## config.mk

```make
export PLATFORM = sky130hd
export DESIGN_NAME = cylon_seq
export DESIGN_NICKNAME = d
export VERILOG_FILES = /design/src/rtl/cylon_seq.sv
export SDC_FILE = /design/constraint.sdc
export NUM_CORES = 1
export LEC_CHECK = 0
export ABC_CLOCK_PERIOD_IN_PS = 2990
export CAP_MARGIN = 20
export CORE_UTILIZATION = 30
export DETAILED_ROUTE_END_ITERATION = 6
export SLEW_MARGIN = 15
export SYNTH_ARGS = -nofsm -noshare
export SYNTH_HDL_FRONTEND = slang
export SYNTH_SLANG_ARGS = --single-unit
```

## constraint.sdc

```tcl
create_clock -name clock -period 2.99 [get_ports clock]
set_clock_uncertainty 0.15 [all_clocks]
set_input_delay 0.299 -clock clock [delete_from_list [all_inputs] [get_ports clock]]
set_output_delay 0.299 -clock clock [all_outputs]
set_load 0.01 [all_outputs]
```

## src/rtl/cylon_seq.sv

```systemverilog
// cylon_seq: LED scan-pattern sequencer for a front-panel LED bank.
//
// Four visual patterns advance one position per prescaler tick:
//   mode 0  single eye bouncing end to end
//   mode 1  two eyes mirrored about the centre, crossing in the middle
//   mode 2  single eye walking upwards and wrapping to bit 0
//   mode 3  bar graph (thermometer) bouncing end to end
//
// The prescaler is an MXPRE-bit accumulator advanced by rate+1 per enabled clock.
// Its carry-out is the tick, so the step period is 2^MXPRE/(rate+1) clocks and no
// tick is lost when rate+1 does not divide 2^MXPRE evenly.
//
// Ports
//   clock    in   1       system clock
//   reset_n  in   1       asynchronous active-low reset
//   enable   in   1       1 = run; 0 = hold prescaler, position, mode and q
//   mode     in   2       pattern select (see above)
//   rate     in   MXRATE  prescaler increment minus one (0 = slowest)
//   q        out  WIDTH   registered LED pattern
//   step     out  1       one-clock pulse on every position update
//   sync     out  1       one-clock pulse when the position returns to 0
module cylon_seq #(
  parameter int unsigned WIDTH  = 12,  // number of LEDs, 2..32
  parameter int unsigned MXPRE  = 21,  // prescaler accumulator width
  parameter int unsigned MXRATE = 2    // rate input width
) (
  input  logic              clock,
  input  logic              reset_n,
  input  logic              enable,
  input  logic [1:0]        mode,
  input  logic [MXRATE-1:0] rate,
  output logic [WIDTH-1:0]  q,
  output logic              step,
  output logic              sync
);

  localparam int unsigned PW = (WIDTH > 1) ? $clog2(WIDTH) : 1;

  localparam logic [PW-1:0] PosLast = PW'(WIDTH - 1);
  localparam logic [PW-1:0] PosPen  = PW'(WIDTH - 2);

  localparam logic [1:0] ModeMirror = 2'd1;
  localparam logic [1:0] ModeWalk   = 2'd2;
  localparam logic [1:0] ModeBar    = 2'd3;

  // Scan direction; only meaningful for the bouncing patterns.
  typedef enum logic {
    DirUp,
    DirDown
  } dir_e;

  // State registers.
  logic [MXPRE-1:0] acc_q, acc_d;
  logic [PW-1:0]    pos_q, pos_d;
  dir_e             dir_q, dir_d;
  logic [1:0]       mode_q, mode_d;
  logic             init_q, init_d;
  logic [WIDTH-1:0] q_q, q_d;
  logic             step_q, step_d;
  logic             sync_q, sync_d;

  // Combinational helpers.
  logic [MXPRE:0]   sum;
  logic             tick;
  logic             mode_chg;
  logic [1:0]       mode_cur;
  logic [PW-1:0]    mirror;
  logic [WIDTH-1:0] pat;

  // On the first clock after reset mode_q has not yet captured the input, so the
  // live input is used directly and no mode-change restart is raised.
  always_comb begin
    mode_cur = init_q ? mode : mode_q;
    sum      = {1'b0, acc_q} + (MXPRE + 1)'(rate) + (MXPRE + 1)'(1);
    tick     = enable & sum[MXPRE];
    mode_chg = enable & ~init_q & (mode != mode_q);
  end

  // Next-state logic for prescaler, position and direction.
  always_comb begin
    acc_d  = acc_q;
    pos_d  = pos_q;
    dir_d  = dir_q;
    step_d = 1'b0;
    sync_d = 1'b0;
    init_d = 1'b0;
    // A mode change while frozen is acted on once enable returns.
    mode_d = (enable | init_q) ? mode : mode_q;

    if (mode_chg) begin
      // Restart the new pattern from its origin; this wins over a coincident tick.
      acc_d = '0;
      pos_d = '0;
      dir_d = DirUp;
    end else if (enable) begin
      acc_d = sum[MXPRE-1:0];
      if (tick) begin
        step_d = 1'b1;
        if (mode_cur == ModeWalk) begin
          dir_d = DirUp;
          pos_d = (pos_q == PosLast) ? '0 : pos_q + PW'(1);
        end else begin
          // Bounce without dwelling on either end: period 2*WIDTH-2 ticks.
          unique case (dir_q)
            DirUp: begin
              if (pos_q == PosLast) begin
                pos_d = PosPen;
                dir_d = DirDown;
              end else begin
                pos_d = pos_q + PW'(1);
              end
            end
            DirDown: begin
              if (pos_q == '0) begin
                pos_d = PW'(1);
                dir_d = DirUp;
              end else begin
                pos_d = pos_q - PW'(1);
              end
            end
            default: begin
              pos_d = '0;
              dir_d = DirUp;
            end
          endcase
        end
        sync_d = (pos_d == '0);
      end
    end
  end

  // Pattern decode from the next position so q changes on the same clock as step.
  // It uses the registered mode, so after a mode change the new pattern appears one
  // clock after the restart.
  always_comb begin
    pat    = '0;
    mirror = PosLast - pos_d;
    for (int i = 0; i < WIDTH; i++) begin
      case (mode_cur)
        ModeMirror: pat[i] = (PW'(i) == pos_d) | (PW'(i) == mirror);
        ModeBar:    pat[i] = (PW'(i) <= pos_d);
        default:    pat[i] = (PW'(i) == pos_d);
      endcase
    end
    q_d = enable ? pat : q_q;
  end

  always_ff @(posedge clock or negedge reset_n) begin
    if (!reset_n) begin
      acc_q  <= '0;
      pos_q  <= '0;
      dir_q  <= DirUp;
      mode_q <= '0;
      init_q <= 1'b1;
      q_q    <= '0;
      step_q <= 1'b0;
      sync_q <= 1'b0;
    end else begin
      acc_q  <= acc_d;
      pos_q  <= pos_d;
      dir_q  <= dir_d;
      mode_q <= mode_d;
      init_q <= init_d;
      q_q    <= q_d;
      step_q <= step_d;
      sync_q <= sync_d;
    end
  end

  assign q    = q_q;
  assign step = step_q;
  assign sync = sync_q;

endmodule
```

==> results.cfg, run 1 <==
[detailed_routing]
via_per_inst = 5.09
post-route-drc-count = 0
drtIter0Drc = 141
first_pass_iters = 4
route.vias.total = 2146
ant_nets = 0
wl_per_cell_um = 13.4
drt-total-wl_um = 5660

[synthesis]
avgSynthCellArea_sq_um = 9.61
synthTopCellsByArea = dfrtp_1 41%, nor2_1 5.0%, xor2_1 4.4%, xnor2_1 2.7%, nand3_1 2.5%
yosys-mux-area-fraction_pct = 3.45
synthArstFlopShare_pct = 100
ys_ff_latch = 43
synth_warnings = 0
ys_seq_area_share_pct = 41.8
synth-xor-area-share_pct = 7.14
netlist_area_sq_um = 2580
synthAdderAreaFrac_pct = 3.21
syn_nets = 281
synth_top_family_by_area = simple AND/OR/NAND/NOR gates
synthCells = 268
synth_ff_type = dfrtp_1
synth_top_cell_area_share_pct = 40.8
synth_edf_count = 0
yosysTopAreaCell = dfrtp_1
synth_compound_area_share_pct = 16.1
synth-simple-area-share_pct = 22.8
ys_types = 64

[grt]
grt.total_usage_pct = 13.7
grt_pass1_wl_um = 9700
grt_max_degree = 44
grt_pass1_vias = 2034
grt.overflow.total = 0
antenna_found_initial = 0

[clock_network]
cts_made_buffers = 5
clockBufferDepth = 2
path_clk_slew_ns = 0.08
cts_tree = done
htreeDepth = 2
cts_root_buf = clkbuf_8
cts_sinks = 43
insertion_delay_ns = 0.29

[critical_path]
crit_fanout = 9
slowest_stage = clkdlybuf4s50_1
path_buf_inv = 2
cp-start-kind = input port
endpoint_kind = flop
cp_slowest_stage_delay_ns = 0.43
critPathKind = in -> reg
worstPathCellList = clkdlybuf4s50_1, ha_1, nor2b_1, o2111ai_1, or3_4, o22a_1, buf_12, nand2_2, o221ai_2, o32a_1
worstPathArrival_ns = 2.84
cp_top_family = compound AO/OA/AOI/OAI gates
required_ns = 3.02

[sta]
finalSetupViolations = 0
hold_violations = 0
max_freq_mhz = 356
period_minus_slack_ns = 2.81
fin_crit_sh_pct = 94.1
slew_viol_final = 0
rsz0062_at_grt = false
slew_headroom_pct = 62.9
tightest_slew_ns = 0.557

[die]
num_rows = 33
die_h_um = 94.7
dieWidth_um = 94.7
pin_count = 21
core_sq_um = 8260
die_area_sq_um = 8960
start_util_pct = 31.2

[power]
power-per-cell-area_nw_per_um2 = 384
p_total_mw = 1.23
leakage_nw = 1.39
ir_worst_vdd_mv = 0.273

[place]
place_area_sq_um = 3070
io_buffer_count = 20
dp_hpwl_um = 4080
gp_congestion = 0.930

[job]
drv_cap = 0

[final_layout]
layout-drive-gt1-share_pct = 19.2
antenna_cells = 0
area_delta_synth_final_pct = 24.6
final_cell_area_sq_um = 3210
nFillCells = 819
nets = 329

[status]
status = finished, final reports clean

[min_path]
holdCritPathClass = reg -> reg
==> cell type report <==
cell class | instances | area [sq um] | area share, %
Clock buffer | 6 | 72.6 | 2.26
Clock inverter | 2 | 12.5 | 0.390
Inverter | 15 | 68.8 | 2.14
Multi-Input combinational cell | 199 | 1380 | 42.9
Sequential cell | 43 | 1080 | 33.6
Tap cell | 105 | 131 | 4.09
Timing Repair Buffer | 52 | 470 | 14.7
==> final timing paths <==
path | slack [ns] | end | startpoint | depth (start not counted)
setup / recovery | 0.18 | q[10] | rate[1] | 10
hold / removal | 0.36 | q[3] | q[3] | 1
setup reg to reg | 0.18 | q[10] | acc_q[12] | 8
hold reg to reg | 0.36 | q[3] | q[3] | 1
max in group asynchronous | 1.73 | init_q | reset_n | 3
min in group asynchronous | 0.38 | acc_q[20] | reset_n | 2
==> metal layers <==
layer	track usage (%)	vias to the layer above	part of all wire, %
li1	-	1067	-
met1	19.6	1020	49
met2	21.2	52	46
met3	2.25	7	3.6
met4	3.79	0	0.79
met5	0	-	0
==> where the power goes <==
part           internal, mW  leakage (nW)  total, mW  switching, mW
logic                 0.109         0.786      0.220          0.111
registers             0.621         0.565      0.655         0.0340
clock network         0.163        0.0412      0.357          0.193
total                 0.894          1.39       1.23          0.338
==> cells in the mapped netlist, types with 5 or more instances <==
cell      count
dfrtp_1      42
nor2_1       34
nand2_1      14
nand3_1      13
xor2_1       13
inv_1        12
a21oi_1      11
nand4_1       9
a31oi_1       8
xnor2_1       8
nor3_1        7
o22a_1        6
clkbuf_1      5
ha_1          5
mux2_2        5
nand2b_1      5
o21ai_0       5
==> what timing repair did <==
item,in CTS,in global routing
endpoints found under the hold margin,0,21
endpoints found under the setup margin,0,9
gates resized for setup,0,2
buffers inserted,0,0
hold buffers,0,1
==> worst register-to-register path: cells and delay by family, from the launching register on <==
| kind | cells | cell delay (ns) |
|---|---|---|
| AOI/OAI and AO/OA | 3 | 0.73 |
| buffers and inverters | 1 | 0.16 |
| DFF | 1 | 0.44 |
| and+or+nand+nor | 4 | 1.22 |
==> through the flow <==
stage               hold slack, ns  std cells  setup TNS (ns)  util, %  setup WS (ns)
floorplan                   -0.147        268               0        -          0.291
finish                       0.357        422               0     38.9          0.178
detailed placement           0.344        412          -0.978     37.2         -0.133
CTS                         0.0464        420               0     38.3          0.168
global route                 0.376        422               0     38.9         0.0401
global placement             0.335        412          -0.212     37.2        -0.0498
==> sequential cells by signal, indices dropped and copies added (netlist names) <==
| name | count |
|---|---|
| acc_q | 21 |
| sync | 1 |
| step | 1 |
| dir_q | 1 |
| pos_q | 4 |
| init_q | 1 |
| mode_q | 2 |
| q | 12 |
==> cells in the final DEF, fill, tap and decap left out, types with 5 or more instances in the layout <==
cell type / instances
clkbuf_8: 5
o22a_1: 6
dfrtp_1: 42
nand3_1: 13
xnor2_1: 8
ha_1: 5
o21ai_0: 5
buf_4: 29
nand2b_1: 5
xor2_1: 13
a21oi_1: 10
mux2_2: 5
nand2_1: 14
nand4_1: 9
inv_1: 12
nor3_1: 7
nor2_1: 34
a31oi_1: 8
clkdlybuf4s50_1: 19
==> logic make-up (layout without fill, tap and decap cells) <==
| group | after synthesis | count (layout) |
|---|---|---|
| compound gates | 55 | 55 |
| xor+xnor | 21 | 21 |
| fa+ha+maj | 6 | 6 |
| buf+inv | 26 | 75 |
| flops | 43 | 43 |
| mux | 7 | 7 |
| other cells | 1 | 1 |
| simple gates | 109 | 109 |
Note: power is estimated with default switching activity, not from simulation.
==> run 2, diff against run 1 <==
CORE_MARGIN = 2   (was not set)
GPL_TIMING_DRIVEN = 0   (was not set)
==> run 2 against run 1 <==
Design area fell by 3.3%. Combinational power fell by 4%. First-iteration DRC count fell by 48%. Die area rose by 4.3%. Sequential share of layout area rose by 1.1 points. Worst setup slack got worse by 0.048 ns. Final cell count fell by 4.0%. Core utilization fell by 1.3 points. Flip-flop and latch count did not move. Register-to-register slack got worse by 0.03 ns. Global-route usage fell by 1.4 points.
==> results.cfg, run 2 (synthesis gave the netlist of run 1 again) <==
[sta]
rsz0062_at_grt = false
slew_headroom_pct = 56.8
setup_ws_ns = 0.129
period_minus_slack_ns = 2.86
fin_crit_sh_pct = 95.7
max_freq_mhz = 350
hold_violations = 0
slew_viol_final = 0
finalSetupViolations = 0
tightest_slew_ns = 0.645

[final_layout]
top_register = acc_q
largest_register_ffs = 21
nets = 312
area_delta_synth_final_pct = 20.5
final_cell_mix = 42 x dfrtp_1, 34 x nor2_1, 19 x clkdlybuf4s50_1
final_cells = 405
antenna_cells = 0
final_common_cell = dfrtp_1
layout-drive-gt1-share_pct = 16.0

[clock_network]
htreeDepth = 2
insertion_delay_ns = 0.30
path_clk_slew_ns = 0.09
clockBufferDepth = 2
cts_sinks = 43
cts_made_buffers = 5
cts_tree = done
cts_root_buf = clkbuf_8

[critical_path]
endpoint_kind = flop
worstPathArrival_ns = 2.90
critPathKind = in -> reg
endpoint = q[9]
cp-start-kind = input port
required_ns = 3.03
cp_top_family = compound AO/OA/AOI/OAI gates
reg2reg_to = q[10]
path_buf_inv = 2
crit_fanout = 10
cp_slowest_stage_delay_ns = 0.43
cp.depth = 10
ff2ff_setup_slack_ns = 0.15
reg2reg_depth = 7
regToRegStartpoint = init_q
slowest_stage = clkdlybuf4s50_1
worstPathCellList = clkdlybuf4s50_1, ha_1, nor2b_2, o2111a_1, a21oi_1, a311o_1, buf_2, nand3_1, o221ai_2, o32a_1
crit_start = rate[1]

[die]
pin_count = 21
dieWidth_um = 96.7
core_sq_um = 8260
die_area_sq_um = 9350
start_util_pct = 31.2
num_rows = 33
die_h_um = 96.7

[place]
dp_hpwl_um = 4090
pre_cts_ws_ns = -0.258
gp_congestion = 0.903
io_buffer_count = 20
placedCellCount = 394

[power]
ir_worst_vdd_mv = 0.263
clkPwrFrac_pct = 34.7
seqPwrFrac_pct = 49.3
leakage_nw = 1.30
p_switching_mw = 0.360
p_sw_share_pct = 27.2
p_comb_share_pct = 16.0
power-per-cell-area_nw_per_um2 = 427
power.internal_mw = 0.967

[detailed_routing]
dr_wl_met2_um = 2630
post-route-drc-count = 0
drt-total-wl_um = 5670
route.vias.total = 2100
met1Wirelength_um = 2830
dr.max_layer_used = met4
via_per_inst = 5.19
drtIter0Drc = 74
wl_per_cell_um = 14.0
first_pass_iters = 4
wl_met3_um = 109
ant_nets = 0

[grt]
grt_pass1_wl_um = 9730
antenna_found_initial = 0
grt.total_usage_pct = 12.3
grt_max_degree = 25
grt.overflow.total = 0
grt_pass1_vias = 2019

[min_path]
holdCritPathClass = in -> async

[status]
status = finished, final reports clean

[job]
drv_cap = 0
-- run 2: worst min-delay path by stage --
| stage | from | to | slack (ns) |
|---|---|---|---|
| 3_3_place_gp | q[8] | q[8] | 0.34 |
| 3_5_place_dp | reset_n | acc_q[5] | 0.14 |
| 4_1_cts | reset_n | acc_q[9] | 0.34 |
| 6_report | reset_n | acc_q[17] | 0.32 |
| 2_1_floorplan | reset_n | acc_q[0] | -0.15 |
| 5_1_grt | reset_n | acc_q[17] | 0.38 |
-- run 2: what timing repair did --
action,CTS,global route
hold buffers,1,0
hold endpoints to repair,19,0
resized for setup,0,9
endpoints found under the setup margin,0,11
setup buffers,0,2
-- run 2: layout make-up --
type	instances	area (sq um)
flip-flops and latches	43	1080
plain buffers	11	70.1
fillers	846	5150
clock buffers	5	68.8
well taps	105	131
repair buffers	24	240
inverters	15	68.8
clock inverters	3	43.8
multi-input cells	199	1400
-- run 2: per-stage QoR --
| stage | power (mW) | hold WS, ns | setup TNS, ns | util (%) | area, sq um |
|---|---|---|---|---|---|
| final | 1.33 | 0.324 | 0 | 37.6 | 3100 |
| after detailed placement | 0.868 | 0.138 | -2.49 | 35.4 | 2920 |
| after global placement | 0.861 | 0.337 | -2.23 | 35.2 | 2910 |
| after global routing | 1.39 | 0.384 | 0 | 37.6 | 3100 |
| after CTS | 1.33 | 0.345 | 0 | 36.9 | 3050 |
| after floorplan | 0.786 | -0.147 | 0 | - | 2580 |
-- run 2: metal layers --
metal | up-vias | GRT usage [%]
met5 | - | 0
met4 | 0 | 4.98
met3 | 5 | 1.52
met2 | 29 | 19.2
met1 | 1026 | 17.3
li1 | 1040 | -
-- run 2: worst register-to-register path: stages, from the launching register on --
cell     delay [ns]
dfstp_2        0.37
buf_2          0.15
or3b_4         0.44
nand3_2        0.10
mux4_2         0.55
a31oi_1        0.51
nor4_1         0.12
o32a_1         0.35
-- run 2: power by group through the flow --
stage | combinational [mW] | sequential, mW | clock (mW)
2_1_floorplan | 0.122 | 0.664 | 0
3_3_place_gp | 0.197 | 0.664 | 0
3_5_place_dp | 0.203 | 0.665 | 0
4_1_cts | 0.206 | 0.654 | 0.466
5_1_grt | 0.240 | 0.660 | 0.495
6_report | 0.212 | 0.654 | 0.461
